--- config.mk ---
export PLATFORM = sky130hd
export DESIGN_NAME = ram_port_arbiter_flat
export DESIGN_NICKNAME = d
export VERILOG_FILES = /design/src/rtl/ram_port_arbiter_if.sv /design/src/rtl/ram_port_arbiter.sv /design/src/flat_wrapper.sv
export SDC_FILE = /design/constraint.sdc
export NUM_CORES = 1
export LEC_CHECK = 0
export CAP_MARGIN = 10
export CORE_MARGIN = 2
export CORE_UTILIZATION = 30
export DETAILED_ROUTE_END_ITERATION = 6
export PLACE_DENSITY = 0.86
export SLEW_MARGIN = 20
export SYNTH_ARGS = -nofsm -noshare
export SYNTH_HDL_FRONTEND = slang
export SYNTH_SLANG_ARGS = --single-unit
export TNS_END_PERCENT = 30
--- constraint.sdc ---
create_clock -name clk -period 3.1 [get_ports clk]
set_input_delay 0.62 -clock clk [delete_from_list [all_inputs] [get_ports clk]]
set_output_delay 0.62 -clock clk [all_outputs]
set_load 0.02 [all_outputs]
--- src/rtl/ram_port_arbiter_if.sv ---
// ram_port_arbiter_if: bundles the two requester ports, the shared read
// result and the dual-port RAM connection of ram_port_arbiter.
//   slave  : the arbiter's view (drives grants, rvalids, rdata, RAM controls)
//   master : the environment's view (requesters plus the RAM, which returns
//            ram_data_out)
interface ram_port_arbiter_if #(
  parameter int DATA_WIDTH = 8,
  parameter int ADDR_WIDTH = 4
);
  // Requester A
  logic                  a_req;
  logic                  a_we;
  logic [ADDR_WIDTH-1:0] a_addr;
  logic [DATA_WIDTH-1:0] a_wdata;
  logic                  a_gnt;
  logic                  a_rvalid;
  // Requester B
  logic                  b_req;
  logic                  b_we;
  logic [ADDR_WIDTH-1:0] b_addr;
  logic [DATA_WIDTH-1:0] b_wdata;
  logic                  b_gnt;
  logic                  b_rvalid;
  // Shared read result
  logic [DATA_WIDTH-1:0] rdata;
  // RAM side
  logic                  ram_we;
  logic [ADDR_WIDTH-1:0] ram_write_addr;
  logic [ADDR_WIDTH-1:0] ram_read_addr;
  logic [DATA_WIDTH-1:0] ram_data_in;
  logic [DATA_WIDTH-1:0] ram_data_out;

  modport slave (
    input  a_req, a_we, a_addr, a_wdata,
    input  b_req, b_we, b_addr, b_wdata,
    output a_gnt, a_rvalid, b_gnt, b_rvalid, rdata,
    output ram_we, ram_write_addr, ram_read_addr, ram_data_in,
    input  ram_data_out
  );

  modport master (
    output a_req, a_we, a_addr, a_wdata,
    output b_req, b_we, b_addr, b_wdata,
    input  a_gnt, a_rvalid, b_gnt, b_rvalid, rdata,
    input  ram_we, ram_write_addr, ram_read_addr, ram_data_in,
    output ram_data_out
  );
endinterface

--- src/rtl/ram_port_arbiter.sv ---
// ram_port_arbiter: shares one write port and one registered read port of a
// dual-port RAM between requesters A and B. Each port has its own
// round-robin arbiter, so a write and a read can issue in the same cycle.
// Grants are combinational (zero arbitration latency); the read winner is
// tagged so the RAM data returned one cycle later is steered to it.
//
// Optional feature: define RAM_PORT_ARBITER_BYPASS_EN to forward write data
// to the read result when a read and a write to the same address issue in
// the same cycle. Without it the read returns the pre-write word.
module ram_port_arbiter #(
  parameter int DATA_WIDTH = 8,
  parameter int ADDR_WIDTH = 4
) (
  input  logic              clk,
  input  logic              rst,
  ram_port_arbiter_if.slave bus
);

  // Requester identity; also the encoding of the last-granted pointers
  typedef enum logic {
    REQ_A = 1'b0,
    REQ_B = 1'b1
  } req_id_t;

  // Requesters gathered into indexable form (index 0 = A, 1 = B)
  logic [1:0]            req_vec;
  logic [1:0]            we_vec;
  logic [ADDR_WIDTH-1:0] addr_vec  [2];
  logic [DATA_WIDTH-1:0] wdata_vec [2];

  // Per-port eligibility and grants
  logic [1:0] wr_elig;
  logic [1:0] rd_elig;
  logic [1:0] wr_gnt;
  logic [1:0] rd_gnt;
  logic       wr_any;
  logic       rd_any;
  req_id_t    wr_win;
  req_id_t    rd_win;

  // Muxed RAM-side values
  logic [ADDR_WIDTH-1:0] wr_addr;
  logic [DATA_WIDTH-1:0] wr_data;
  logic [ADDR_WIDTH-1:0] rd_addr;

  // Arbitration pointers and read-return tracking
  req_id_t wr_last_reg;
  req_id_t wr_last_next;
  req_id_t rd_last_reg;
  req_id_t rd_last_next;
  req_id_t rd_tag_reg;
  req_id_t rd_tag_next;
  logic    rd_pend_reg;
  logic    rd_pend_next;

  assign req_vec      = {bus.b_req, bus.a_req};
  assign we_vec       = {bus.b_we, bus.a_we};
  assign addr_vec[0]  = bus.a_addr;
  assign addr_vec[1]  = bus.b_addr;
  assign wdata_vec[0] = bus.a_wdata;
  assign wdata_vec[1] = bus.b_wdata;

  // Per-requester eligibility and round-robin grant on each port. When both
  // requesters want the same port, the one not named by that port's
  // last-granted pointer wins. Nothing is granted during reset.
  genvar gi;
  generate
    for (gi = 0; gi < 2; gi++) begin : g_req
      localparam req_id_t SELF_ID = (gi == 0) ? REQ_A : REQ_B;
      localparam int      OTHER   = 1 - gi;

      assign wr_elig[gi] = req_vec[gi] & we_vec[gi];
      assign rd_elig[gi] = req_vec[gi] & ~we_vec[gi];

      assign wr_gnt[gi] = ~rst & wr_elig[gi] &
                          (~wr_elig[OTHER] | (wr_last_reg != SELF_ID));
      assign rd_gnt[gi] = ~rst & rd_elig[gi] &
                          (~rd_elig[OTHER] | (rd_last_reg != SELF_ID));
    end
  endgenerate

  assign wr_any = |wr_gnt;
  assign rd_any = |rd_gnt;
  assign wr_win = wr_gnt[1] ? REQ_B : REQ_A;
  assign rd_win = rd_gnt[1] ? REQ_B : REQ_A;

  // RAM port muxing; idle ports present all-zero address/data
  always_comb begin
    wr_addr = '0;
    wr_data = '0;
    rd_addr = '0;
    if (wr_any) begin
      wr_addr = (wr_win == REQ_B) ? addr_vec[1]  : addr_vec[0];
      wr_data = (wr_win == REQ_B) ? wdata_vec[1] : wdata_vec[0];
    end
    if (rd_any) begin
      rd_addr = (rd_win == REQ_B) ? addr_vec[1] : addr_vec[0];
    end
  end

  assign bus.ram_we         = wr_any;
  assign bus.ram_write_addr = wr_addr;
  assign bus.ram_data_in    = wr_data;
  assign bus.ram_read_addr  = rd_addr;

  // A requester has a single outstanding access type, so at most one of its
  // two grants can be set in a cycle.
  assign bus.a_gnt = wr_gnt[0] | rd_gnt[0];
  assign bus.b_gnt = wr_gnt[1] | rd_gnt[1];

  // Read return is steered by the tag captured in the grant cycle
  assign bus.a_rvalid = rd_pend_reg & (rd_tag_reg == REQ_A);
  assign bus.b_rvalid = rd_pend_reg & (rd_tag_reg == REQ_B);

  // Next-state for pointers and read tracking: pointers follow the winner,
  // and hold when their port is idle
  always_comb begin
    wr_last_next = wr_last_reg;
    rd_last_next = rd_last_reg;
    rd_tag_next  = rd_tag_reg;
    rd_pend_next = rd_any;
    if (wr_any) begin
      wr_last_next = wr_win;
    end
    if (rd_any) begin
      rd_last_next = rd_win;
      rd_tag_next  = rd_win;
    end
  end

  // State registers; reset points both arbiters at B so A goes first
  always_ff @(posedge clk) begin
    if (rst) begin
      wr_last_reg <= REQ_B;
      rd_last_reg <= REQ_B;
      rd_tag_reg  <= REQ_A;
      rd_pend_reg <= 1'b0;
    end else begin
      wr_last_reg <= wr_last_next;
      rd_last_reg <= rd_last_next;
      rd_tag_reg  <= rd_tag_next;
      rd_pend_reg <= rd_pend_next;
    end
  end

`ifdef RAM_PORT_ARBITER_BYPASS_EN
  logic                  byp_hit_reg;
  logic                  byp_hit_next;
  logic [DATA_WIDTH-1:0] byp_data_reg;
  logic [DATA_WIDTH-1:0] byp_data_next;

  // Detect a same-cycle read and write to one address; keep the new word
  always_comb begin
    byp_hit_next  = wr_any & rd_any & (wr_addr == rd_addr);
    byp_data_next = wr_data;
  end

  // Forwarding registers, aligned with the RAM's registered read
  always_ff @(posedge clk) begin
    if (rst) begin
      byp_hit_reg  <= 1'b0;
      byp_data_reg <= '0;
    end else begin
      byp_hit_reg  <= byp_hit_next;
      byp_data_reg <= byp_data_next;
    end
  end

  assign bus.rdata = byp_hit_reg ? byp_data_reg : bus.ram_data_out;
`else
  assign bus.rdata = bus.ram_data_out;
`endif

endmodule

--- src/flat_wrapper.sv ---
// flat-port wrapper written by rule: the top's interface ports become plain ports
module ram_port_arbiter_flat 
#(
  parameter int DATA_WIDTH = 8,
  parameter int ADDR_WIDTH = 4
)
  (clk, rst, bus_a_req, bus_a_we, bus_a_addr, bus_a_wdata, bus_b_req, bus_b_we, bus_b_addr, bus_b_wdata, bus_a_gnt, bus_a_rvalid, bus_b_gnt, bus_b_rvalid, bus_rdata, bus_ram_we, bus_ram_write_addr, bus_ram_read_addr, bus_ram_data_in, bus_ram_data_out);
  ram_port_arbiter_if #(.DATA_WIDTH(DATA_WIDTH), .ADDR_WIDTH(ADDR_WIDTH)) bus_i ();
  input  logic clk;
  input  logic rst;
  input wire logic [$bits(bus_i.a_req)-1:0] bus_a_req;
  input wire logic [$bits(bus_i.a_we)-1:0] bus_a_we;
  input wire logic [$bits(bus_i.a_addr)-1:0] bus_a_addr;
  input wire logic [$bits(bus_i.a_wdata)-1:0] bus_a_wdata;
  input wire logic [$bits(bus_i.b_req)-1:0] bus_b_req;
  input wire logic [$bits(bus_i.b_we)-1:0] bus_b_we;
  input wire logic [$bits(bus_i.b_addr)-1:0] bus_b_addr;
  input wire logic [$bits(bus_i.b_wdata)-1:0] bus_b_wdata;
  output wire logic [$bits(bus_i.a_gnt)-1:0] bus_a_gnt;
  output wire logic [$bits(bus_i.a_rvalid)-1:0] bus_a_rvalid;
  output wire logic [$bits(bus_i.b_gnt)-1:0] bus_b_gnt;
  output wire logic [$bits(bus_i.b_rvalid)-1:0] bus_b_rvalid;
  output wire logic [$bits(bus_i.rdata)-1:0] bus_rdata;
  output wire logic [$bits(bus_i.ram_we)-1:0] bus_ram_we;
  output wire logic [$bits(bus_i.ram_write_addr)-1:0] bus_ram_write_addr;
  output wire logic [$bits(bus_i.ram_read_addr)-1:0] bus_ram_read_addr;
  output wire logic [$bits(bus_i.ram_data_in)-1:0] bus_ram_data_in;
  input wire logic [$bits(bus_i.ram_data_out)-1:0] bus_ram_data_out;
  assign bus_i.a_req = bus_a_req;
  assign bus_i.a_we = bus_a_we;
  assign bus_i.a_addr = bus_a_addr;
  assign bus_i.a_wdata = bus_a_wdata;
  assign bus_i.b_req = bus_b_req;
  assign bus_i.b_we = bus_b_we;
  assign bus_i.b_addr = bus_b_addr;
  assign bus_i.b_wdata = bus_b_wdata;
  assign bus_a_gnt = bus_i.a_gnt;
  assign bus_a_rvalid = bus_i.a_rvalid;
  assign bus_b_gnt = bus_i.b_gnt;
  assign bus_b_rvalid = bus_i.b_rvalid;
  assign bus_rdata = bus_i.rdata;
  assign bus_ram_we = bus_i.ram_we;
  assign bus_ram_write_addr = bus_i.ram_write_addr;
  assign bus_ram_read_addr = bus_i.ram_read_addr;
  assign bus_ram_data_in = bus_i.ram_data_in;
  assign bus_i.ram_data_out = bus_ram_data_out;
  ram_port_arbiter #(.DATA_WIDTH(DATA_WIDTH), .ADDR_WIDTH(ADDR_WIDTH)) u_core (.clk(clk), .rst(rst), .bus(bus_i));
endmodule
==> metrics.cfg <==
[outcome]
status = finished, final reports clean

[grt]
grt_pass1_wl_mm = 3.877
antenna_found_initial = 0
grt_max_degree = 20
grt_pass1_vias = 854
track_usage = 0.2086
gr-total-overflow = 0

[synth]
synth_top_family_by_area = simple AND/OR/NAND/NOR gates
synth_area_um2 = 613.1
synth_top_area_frac = 0.2286
synth_fa_ha_area_frac = 0
synth_compound_area_frac = 0.2959
synth_edf_count = 0
yosys.area.top_type = o2111ai_1
synthesis.instances = 92
synth_mux_area_frac = 0
yosysUniqueCellTypes = 23
ys_ff_latch = 4
yosysWarningCount = 0
avgSynthCellArea_um2 = 6.664
ys_top_cells_by_area = o2111ai_1 23%, nand3_1 14%, dfxtp_1 13%
dominantRegCellSynth = dfxtp_1
post-synth-top-count-cell = nand2_1
synth_simple_gate_area_frac = 0.4204
async_flop_share = 0
syn_nets = 130
seq_area_frac_synth = 0.1306
synth-xor-area-share = 0
synth_common_cells = 19 x nand2_1, 17 x nand3_1, 16 x o2111ai_1

[setup_path]
worst-path-buf-inv = 2
path_cells = clkdlybuf4s50_1 > and2_2 > o2111ai_1 > nand2_1 > clkdlybuf4s50_1
timing.rr.start = u_core.wr_last_reg
crit_fanout = 12
crit_start = bus_a_we
cp_slowest_cell = clkdlybuf4s50_1
slowest_delay_ns = 0.61
critPathLaunchType = input port
rr_endpoint = u_core.wr_last_reg
r2r_slack_ns = 1.82
worstSetupPathType = input port to primary output
cp_common_cell = clkdlybuf4s50_1
worstPathArrival_ns = 2.40
critPathTopFamily = buffers and inverters
end_kind = primary output
ff2ff_path_depth = 3
cp.required_ns = 2.48

[worst_hold_path]
min_from = u_core.rd_tag_reg
hold_path_end = u_core.rd_tag_reg
hold_depth = 1
hold_class = flop to flop

[job]
maxCapViolations = 0

[placed_design]
dpl.hpwl_mm = 1.797
io_buffers = 50
gp_congestion = 0.8045
postPlaceCellArea_um2 = 1115
dp.cells = 161
detailedPlace.worstSlack_ns = -0.02397

[routing]
drt_iter0_drc = 30
drc = 0
drt-total-wl_mm = 2.415
firstDrtPassIters = 4
ant_nets = 0
num_vias = 902
vias_per_cell = 5.500
wl_per_cell_um = 14.73

[clocking]
numCtsBuffers = 3
htreeDepth = 1
cts-root-buf = clkbuf_4
cts_tree = yes
ctsHoldBuffers = 0
cts.sinks = 4
clock_path_buffers = 2
clk-insertion-delay-late_ns = 0.23
clk_pin_slew_ns = 0.04
cts_setup_buffers = 0

[final_layout]
nNetsFinal = 177
fillers = 184
fin_cells = 164
final_area_um2 = 1146
layout-drive-gt1-share = 0.09489
post-route-util = 0.5902
areaGrowthSynthToFinish_pct = 86.94
diodes = 0

[sta]
rsz0062_at_grt = no
finalHoldViolations = 0
slew_headroom = 0.6576
fmax_mhz = 331.4
period_needed_ns = 3.017
whs_ns = 0.5235
worst_slew_pin_slew_ns = 0.5129
setup_ws_ns = 0.08256
layout_worst_path_cycle_share = 0.9734
finClkSkew_ns = 0.0002789
drv_slew = 0
setup_tns_ns = 0
setup_violations = 0

[die]
ioPinCount = 67
dieHeight_um = 49.21
rows = 16
core_area_um2 = 1942
initial_core_util = 0.3157
dieArea_um2 = 2421
dieWidth_um = 49.21

[pwr]
leakage_nw = 0.5033
total_power_mw = 0.2626
ir_worst_vdd_uv = 157.7
p_per_area_nw_per_um2 = 229.1

what timing repair did:
item,4_1_cts,5_1_grt
pin swaps,0,0
setup endpoints to repair,2,2
gates resized for setup,2,2
layout make-up:
class	instances	area, µm²	share of cell area
timing repair buffer	56	563.0	0.4913
multi-input combinational	73	442.9	0.3865
sequential	4	80.08	0.06987
tap	27	33.78	0.02948
clock buffer	3	22.52	0.01965
inverter	1	3.754	0.003275
cells in the final DEF, fill, tap and decap left out:
cell and instances:
and2b_1 1, a21oi_1 1, and3_1 1, a32o_1 1
nand3b_1 1, nand2_2 1, nor3b_2 1, inv_2 1
and2_2 1, o21ai_0 2, nor2b_1 2, nor3_1 1
nand2_1 18, nand3_1 17, clkbuf_4 3, o2111ai_1 16
a22o_1 1, and2_1 1, a21o_1 1, nand2b_1 2
dlymetal6s2s_1 2, nor2_1 2, clkdlybuf4s50_1 48, and3b_1 2
dfxtp_1 4, buf_4 5, buf_12 1
power breakdown:
group | switching [mW] | leakage [nW] | total, mW | internal (mW)
Clock | 0.0213 | 0.0138 | 0.0646 | 0.0433
Combinational | 0.0624 | 0.456 | 0.137 | 0.0744
Sequential | 0.00608 | 0.0331 | 0.0613 | 0.0552
kinds of logic (layout without fill, tap and decap cells):
family,after synthesis,in the layout
flops,4,4
simple gates,51,51
buf+inv,15,60
compound gates,22,22
metal layers:
metal | vias to the layer above | wire length [µm] | track usage
met4 | 0 | 91 | 0.1333
met1 | 418 | 995 | 0.2403
met3 | 8 | 155 | 0.03067
li1 | 436 | - | -
met2 | 40 | 1172 | 0.3559
met5 | - | 0 | 0
worst max path at each step:
stage / endpoint / slack (ns) / cells past startpoint
after global routing: bus_ram_write_addr[0] / 0.009 / 6
after global placement: bus_ram_data_in[5] / 0.05 / 5
after CTS: bus_ram_data_in[0] / 0.07 / 6
final: bus_ram_write_addr[2] / 0.08 / 5
after detailed placement: bus_ram_data_in[0] / -0.02 / 5
after floorplan: bus_ram_data_in[0] / 1.17 / 4
No activity file was read; power rests on OpenSTA's default activity.
